<file path="config.mk">
export PLATFORM = sky130hd
export DESIGN_NAME = branch_unit_flat
export DESIGN_NICKNAME = d
export VERILOG_FILES = /design/src/rtl/branch_unit_if.sv /design/src/rtl/branch_unit.sv /design/src/flat_wrapper.sv
export SDC_FILE = /design/constraint.sdc
export NUM_CORES = 1
export LEC_CHECK = 0
export ABC_CLOCK_PERIOD_IN_PS = 3400
export BUFFER_PORTS_ARGS = -buffer_cell sky130_fd_sc_hd__buf_2
export CORE_MARGIN = 5
export CORE_UTILIZATION = 25
export DETAILED_ROUTE_END_ITERATION = 8
export SLEW_MARGIN = 20
export SYNTH_ARGS = -nofsm -noshare
export SYNTH_HDL_FRONTEND = slang
export SYNTH_SLANG_ARGS = --single-unit
</file>
<file path="constraint.sdc">
create_clock -name clk -period 3.4 [get_ports clk]
set_input_delay 0.34 -clock clk [delete_from_list [all_inputs] [get_ports clk]]
set_output_delay 0.34 -clock clk [all_outputs]
set_load 0.01 [all_outputs]
</file>
<file path="src/rtl/branch_unit_if.sv">
// Branch request handshake from decode plus the redirect/flush outputs toward fetch.
interface branch_unit_if #(
  parameter int PC_W = 32
);
  logic            br_valid;
  logic            br_ready;
  logic [2:0]      br_op;
  logic [PC_W-1:0] pc;
  logic [PC_W-1:0] offset;
  logic            pc_load;
  logic [PC_W-1:0] pc_next;
  logic            taken;
  logic            flush;

  modport master (
    output br_valid, br_op, pc, offset,
    input  br_ready, pc_load, pc_next, taken, flush
  );

  modport slave (
    input  br_valid, br_op, pc, offset,
    output br_ready, pc_load, pc_next, taken, flush
  );
endinterface

</file>
<file path="src/rtl/branch_unit.sv">
// Branch resolution unit: holds the lt/eq/gt flag register, resolves one branch at a
// time and drives a one-cycle PC-load pulse followed by a front-end flush window.
module branch_unit #(
  parameter int PC_W      = 32,
  parameter int FLUSH_CYC = 2
) (
  input  logic               clk,
  input  logic               rst,
  input  logic               flag_we_i,
  input  logic               lt_i,
  input  logic               eq_i,
  input  logic               gt_i,
  branch_unit_if.slave       br_if,
  output logic [2:0]         flags_o
);

  localparam int CNT_W = (FLUSH_CYC > 1) ? $clog2(FLUSH_CYC) : 1;

  typedef enum logic [1:0] {
    IDLE,
    RESOLVE,
    FLUSH
  } state_e;

  state_e          state_q, state_d;
  logic [CNT_W-1:0] cnt_q, cnt_d;
  logic [2:0]      op_q;
  logic [PC_W-1:0] pc_q, off_q;
  logic            capture;
  logic            pc_load_q, pc_load_d;
  logic            taken_q, taken_d;
  logic [PC_W-1:0] pc_next_q, pc_next_d;
  logic [2:0]      flags_q, flags_d;
  logic [2:0]      f_eff;
  logic            cond;

  // A flag write in the resolve cycle is forwarded so the branch sees the newest result.
  always_comb begin
    f_eff = flag_we_i ? {lt_i, eq_i, gt_i} : flags_q;
    cond  = 1'b0;
    case (op_q)
      3'd0: cond = 1'b1;
      3'd1: cond = f_eff[2];
      3'd2: cond = f_eff[0] | f_eff[1];
      3'd3: cond = f_eff[1];
      3'd4: cond = ~f_eff[1];
      3'd5: cond = f_eff[0];
      3'd6: cond = f_eff[2] | f_eff[1];
      default: cond = 1'b0;
    endcase
  end

  always_comb begin
    state_d   = state_q;
    cnt_d     = cnt_q;
    capture   = 1'b0;
    pc_load_d = 1'b0;
    taken_d   = taken_q;
    pc_next_d = pc_next_q;
    flags_d   = flag_we_i ? {lt_i, eq_i, gt_i} : flags_q;
    case (state_q)
      IDLE: begin
        if (br_if.br_valid) begin
          capture = 1'b1;
          state_d = RESOLVE;
        end
      end
      RESOLVE: begin
        pc_load_d = 1'b1;
        taken_d   = cond;
        pc_next_d = cond ? (pc_q + off_q) : (pc_q + PC_W'(4));
        cnt_d     = '0;
        state_d   = cond ? FLUSH : IDLE;
      end
      FLUSH: begin
        if (cnt_q == CNT_W'(FLUSH_CYC - 1)) begin
          state_d = IDLE;
        end else begin
          cnt_d = cnt_q + CNT_W'(1);
        end
      end
      default: state_d = IDLE;
    endcase
  end

  always_ff @(posedge clk or posedge rst) begin
    if (rst) begin
      state_q   <= IDLE;
      cnt_q     <= '0;
      op_q      <= 3'd7;
      pc_q      <= '0;
      off_q     <= '0;
      pc_load_q <= 1'b0;
      taken_q   <= 1'b0;
      pc_next_q <= '0;
      flags_q   <= 3'b010;
    end else begin
      state_q   <= state_d;
      cnt_q     <= cnt_d;
      pc_load_q <= pc_load_d;
      taken_q   <= taken_d;
      pc_next_q <= pc_next_d;
      flags_q   <= flags_d;
      if (capture) begin
        op_q  <= br_if.br_op;
        pc_q  <= br_if.pc;
        off_q <= br_if.offset;
      end
    end
  end

  assign br_if.br_ready = (state_q == IDLE);
  assign br_if.flush    = (state_q == FLUSH);
  assign br_if.pc_load  = pc_load_q;
  assign br_if.taken    = taken_q;
  assign br_if.pc_next  = pc_next_q;
  assign flags_o        = flags_q;

endmodule

</file>
<file path="src/flat_wrapper.sv">
// flat-port wrapper written by rule: the top's interface ports become plain ports
module branch_unit_flat 
#(
  parameter int PC_W      = 32,
  parameter int FLUSH_CYC = 2
)
  (clk, rst, flag_we_i, lt_i, eq_i, gt_i, flags_o, br_if_br_valid, br_if_br_op, br_if_pc, br_if_offset, br_if_br_ready, br_if_pc_load, br_if_pc_next, br_if_taken, br_if_flush);
  branch_unit_if #(.PC_W(PC_W)) br_if_i ();
  input  logic clk;
  input  logic rst;
  input  logic flag_we_i;
  input  logic lt_i;
  input  logic eq_i;
  input  logic gt_i;
  output logic [2:0] flags_o;
  input wire logic [$bits(br_if_i.br_valid)-1:0] br_if_br_valid;
  input wire logic [$bits(br_if_i.br_op)-1:0] br_if_br_op;
  input wire logic [$bits(br_if_i.pc)-1:0] br_if_pc;
  input wire logic [$bits(br_if_i.offset)-1:0] br_if_offset;
  output wire logic [$bits(br_if_i.br_ready)-1:0] br_if_br_ready;
  output wire logic [$bits(br_if_i.pc_load)-1:0] br_if_pc_load;
  output wire logic [$bits(br_if_i.pc_next)-1:0] br_if_pc_next;
  output wire logic [$bits(br_if_i.taken)-1:0] br_if_taken;
  output wire logic [$bits(br_if_i.flush)-1:0] br_if_flush;
  assign br_if_i.br_valid = br_if_br_valid;
  assign br_if_i.br_op = br_if_br_op;
  assign br_if_i.pc = br_if_pc;
  assign br_if_i.offset = br_if_offset;
  assign br_if_br_ready = br_if_i.br_ready;
  assign br_if_pc_load = br_if_i.pc_load;
  assign br_if_pc_next = br_if_i.pc_next;
  assign br_if_taken = br_if_i.taken;
  assign br_if_flush = br_if_i.flush;
  branch_unit #(.PC_W(PC_W), .FLUSH_CYC(FLUSH_CYC)) u_core (.clk(clk), .rst(rst), .flag_we_i(flag_we_i), .lt_i(lt_i), .eq_i(eq_i), .gt_i(gt_i), .br_if(br_if_i), .flags_o(flags_o));
endmodule
</file>
* After elaboration in Yosys (flattened, before gate mapping) *
Index checks and enable logic that the tools add are counted.

word-level totals
  output and inout port bits = 39
  logic and storage cells = 41
  register bits after elaboration = 107

cells by class
  eq/ne operators = 10
  add/subtract/negate cells = 3
  reduce and logical (&&, ||, !) cells = 4
  bitwise logic cells = 3
  muxes and demuxes = 12

operators with widths
  operator                                                                  count
  32-bit by 3-bit adder with 32-bit output (second input constant)          1
  32-bit adder                                                              1
  32-bit 2-to-1 mux                                                         1
  3-bit == test (second input constant)                                     3
  1-bit one-hot mux with 7 select lines                                     1
  3-bit by 2-bit == test with 1-bit output (second input constant)          2
  2-bit 2-to-1 mux                                                          3
  2-bit one-hot mux with 3 select lines                                     1
  1-bit 2-to-1 mux                                                          4
  3-bit by 1-bit == test with 1-bit output (second input constant)          1
  3-bit logical NOT                                                         1
  3-bit 2-to-1 mux                                                          1
  2-bit by 1-bit == test with 1-bit output (second input constant)          1
  2-bit == test (second input constant)                                     1
  2-bit logical NOT                                                         1
  2-bit by 1-bit inequality test with 1-bit output (second input constant)  1
  2-bit inequality test (second input constant)                             1
  1-bit bitwise OR                                                          2
  1-bit one-hot mux with 2 select lines                                     1
  2-bit AND reduction                                                       1
  2-bit nonzero test                                                        1
  1-bit adder (second input constant)                                       1
  1-bit inverter                                                            1

* Depth between registers and ports, before layout *
  word-level depth = 5
  depth in mapped cells = 10
  mapped depth without buffers = 10

* Worst setup path before layout *
OpenSTA, ideal clock, no wires.

  path kind = reg2reg
  start = register u_core.off_q[0]
  end = register u_core.pc_next_q[20] (netlist: u_core.br_if.pc_next[20])
  data arrival time = 2.481 ns
  data required time = 3.274 ns
  path slack = 0.793 ns
  path buffers = 0
  cell stages (with the launch flop) = 11
  cell sequence = dfrtp_1 ha_1 fa_1 a21oi_1 o211a_1 nor2_1 a21bo_2 a31o_2 a21boi_0 xnor2_1 a221o_1

between the ends
  longest elaborated chain between the ends = 2

ends and longest elaborated chain
  element                 RTL line            text
  start, declared         branch_unit.sv:28   logic [PC_W-1:0] pc_q, off_q;
  start signal, assigned  branch_unit.sv:107  off_q <= br_if.offset;
  32-bit adder            branch_unit.sv:71   pc_next_d = cond ? (pc_q + off_q) : (pc_q + PC_W'(4));
  32-bit 2-to-1 mux       branch_unit.sv:71
  end signal, assigned    branch_unit.sv:102  pc_next_q <= pc_next_d;
  end, declared           branch_unit.sv:32   logic [PC_W-1:0] pc_next_q, pc_next_d;

No other way between the ends.
A chain may end at the register's enable or synchronous reset.

* Worst setup path in the final report *
  start = register u_core.off_q[0]
  end = register u_core.pc_next_q[30] (netlist: u_core.br_if.pc_next[30])

Same word-level chain as after synthesis.

==> metrics.txt <==
DR iter-0 viols 290; Pwr Density 1220 nW/um^2; Initial Util 25.2%; Site Rows 59; Post-CTS Setup Bufs 0; actual slew at the worst max-slew pin 0.877 ns; fill count 2738; wire per inst 16.5 um; Post-Place Worst Slack 0.469 ns; clk buf depth 2; CP max FO 5; Post-Synth XOR/XNOR Area slightly below 7%; area grow syn2layout 19.5%; Final Skew 0.00877 ns; nets 858; Die H 171 um; total CTS buffers 9; Mapped Nets 750; FF-to-FF End u_core.br_if.pc_next[30]$_DFFE_PP0P_; share of layout cells above drive strength 1 30.0%; Critical R2R Launch u_core.off_q[0]$_DFFE_PP0P_; Root Driver clkbuf_16; DIE WIDTH 171 um; Netlist cell types 57; CP arrival approximately 3.2 ns; gpl congestion between 0.8 and 0.9; fin crit share around 87%; Clock Power Share between 10 and 15%; Psw 4370 uW; final worst-path setup slack 0.453 ns; DR top layer met4; synthesized area 6500 um^2; RSZ-0062 raised after global routing no; crit path time final 2.95 ns; WP data required 3.64 ns; total wire length 17.9 mm; Worst Setup End Kind flop; Overflow after GRT 0; Post-Synth Adder-Cell Area 7.05%; largest net degree at the start of global routing 68; DR WL met3 722 um; Hold Buf Count CTS 0; Fin. Hold Viols 0; Min-Delay Path Class primary input to async pin; Post-DP HPWL 14.0 mm; Yosys Warn Count 0; largest family of logic cells by synthesized area compound AO/OA/AOI/OAI gates; number of global-route vias before repair 4979; Max Freq 0.339 GHz; dominant synthesized flop cell dfrtp_1; combinational power share 62.1%; M1 WL 9.18 mm; clock sink count 107; Peak VDD IR 0.549 mV; Int Power slightly above 5000 uW; First-pass DRT Iterations 5; Residual DRC 0; number of synthesized register bits about 110; post-synthesis cell count 640; Synth Area in Simple Gates 12.2%; Min Hold Slack just under 0.08 ns; async set-reset flop share out of synthesis 100%; post-cts sizing count 0; vias per cell 4.68; WL met2 7.78 mm; R2R Setup Slk between 0.4 and 0.5 ns; remaining antenna violation count 0; die area 29300 um^2; initial antenna violation count 0; port bufs roughly 110; commonest non-fill, non-tap cells in the layout 112 x buf_2, 103 x dfrtp_1, 71 x mux2_2, 55 x nor2_1, 51 x a21oi_1; antenna cells 0; Sum Neg Setup Slack 0 ns; max-slew violation count 0; Clock Latency Late Sink 0.36 ns; Reg power frac 26.8%; reg2reg path depth 10; Pwr Total 9490 uW; average cell area after synthesis 10.2 um^2; Leak Pwr approximately 0.0034 uW; Setup CP Type flop to flop; sequential area share after synthesis 41.3%; final setup fails 0; sw frac 46.0%; post-synthesis mux area share 13.7%; Slew headroom 41.5%; post-synthesis compound-gate area fraction 16.2%; CTS clk-pin slew, worst paths ~0.07 ns; CTS tree done; commonest non-fill, non-tap cell in the layout buf_2; io pins 113; H-tree depth 3; Post-synth EDFFs 0; Max Cap Viol 0; first-pass GRT wire length roughly 28 mm; GRT Total Usage 12.3%; status completed; CORE AREA 25800 um^2; via count 5094; Worst setup SP type flop
power by group through the flow:
| stage | clock, uW | sequential (uW) | combinational (uW) |
|---|---|---|---|
| after floorplan | 0 | 2470 | 4390 |
| after detailed placement | 0 | 2570 | 5860 |
| after CTS | 1090 | 2550 | 5900 |
| after global placement | 0 | 2530 | 5820 |
| final | 1060 | 2540 | 5890 |
| after global routing | 1140 | 2640 | 6510 |
worst max-delay path, cell delays in order, from the launching register on:
cell,delay [ns]
dfrtp_1,0.38
ha_1,0.23
fa_1,0.42
a21oi_1,0.27
o211a_1,0.22
nor2_1,0.08
a21bo_2,0.25
a21oi_2,0.31
o21ai_0,0.18
xor2_1,0.17
a221o_1,0.32
worst max path at each step:
| stage | end | startpoint | depth (start not counted) | slack, ns |
|---|---|---|---|---|
| after floorplan | u_core.br_if.pc_load$_DFF_PP0_ | rst | 1 | 0.25 |
| after global placement | u_core.br_if.pc_next[31]$_DFFE_PP0P_ | u_core.pc_q[8]$_DFFE_PP0P_ | 9 | 0.52 |
| after detailed placement | u_core.br_if.pc_next[30]$_DFFE_PP0P_ | u_core.pc_q[0]$_DFFE_PP0P_ | 10 | 0.47 |
| after CTS | u_core.br_if.pc_next[30]$_DFFE_PP0P_ | u_core.pc_q[0]$_DFFE_PP0P_ | 10 | 0.46 |
| after global routing | u_core.br_if.pc_next[31]$_DFFE_PP0P_ | u_core.pc_q[4]$_DFFE_PP0P_ | 9 | 0.26 |
| final | u_core.br_if.pc_next[30]$_DFFE_PP0P_ | u_core.off_q[0]$_DFFE_PP0P_ | 10 | 0.45 |
state kept, by name (all words and copies together) (netlist names):
signal and flops:
u_core.br_if.pc_load 1, u_core.br_if.pc_next 32, u_core.br_if.taken 1, u_core.cnt_q 1, u_core.flags_o 3, u_core.off_q 32, u_core.op_q 3, u_core.pc_q 32
u_core.state_q 2
cell type report:
cell class / instances / area (um^2) / share of cell area (%)
inverters: 21 / 81.3 / 1.05
multi-input cells: 486 / 3650 / 47.0
repair buffers: 123 / 643 / 8.28
clock inverters: 5 / 61.3 / 0.789
clock buffers: 11 / 233 / 3.00
flip-flops and latches: 107 / 2680 / 34.5
well taps: 335 / 419 / 5.39
cells by family (layout without fill, tap and decap cells):
group                      Yosys count  after routing
muxes                               80             80
DFF                                107            107
AOI/OAI and AO/OA                  156            156
and+or+nand+nor                    163            163
xor gates and xnor gates            51             51
buffers and inverters               47            160
adders and majority gates           36             36
metal layers:
| metal | global-route usage (%) | vias to the layer above |
|---|---|---|
| met2 | 18.5 | 114 |
| met5 | 0 | - |
| met1 | 18.4 | 2426 |
| met3 | 1.52 | 11 |
| li1 | - | 2543 |
| met4 | 3.72 | 0 |
cell usage after synthesis (2+ instances only):
master | number | area (um^2)
mux2_2 | 71 | 800
xor2_1 | 30 | 263
nand3_1 | 21 | 105
a211oi_1 | 7 | 52.6
nand2_1 | 36 | 135
a221o_1 | 5 | 50.1
inv_1 | 21 | 78.8
o211ai_1 | 3 | 22.5
mux2i_1 | 9 | 90.1
nand3b_1 | 4 | 30.0
xnor2_1 | 21 | 184
nand4_1 | 11 | 68.8
nor3_2 | 2 | 20.0
o221ai_1 | 3 | 26.3
nand2b_1 | 6 | 37.5
a31oi_1 | 6 | 37.5
a211o_1 | 2 | 17.5
o21bai_1 | 6 | 45.0
clkbuf_1 | 25 | 93.8
dfrtp_1 | 103 | 2580
o21a_1 | 4 | 30.0
a21oi_2 | 2 | 17.5
a21o_1 | 14 | 105
a311oi_1 | 2 | 17.5
o31ai_1 | 4 | 30.0
a21oi_1 | 51 | 255
dfstp_2 | 4 | 105
and3_1 | 6 | 37.5
nor3_1 | 10 | 50.1
ha_1 | 35 | 438
and2_1 | 4 | 25.0
nor2_1 | 55 | 206
and4_1 | 4 | 35.0
a211oi_2 | 2 | 25.0
o21ai_0 | 29 | 145
stage by stage:
stage | instance area [um^2] | std cells | utilization [%]
floorplan | 6500 | 640 | -
global placement | 7480 | 1072 | 28.9
detailed placement | 7480 | 1072 | 28.9
CTS | 7770 | 1088 | 30.1
global route | 7770 | 1088 | 30.1
finish | 7770 | 1088 | 30.1
No activity file was read; power rests on OpenSTA's default activity.
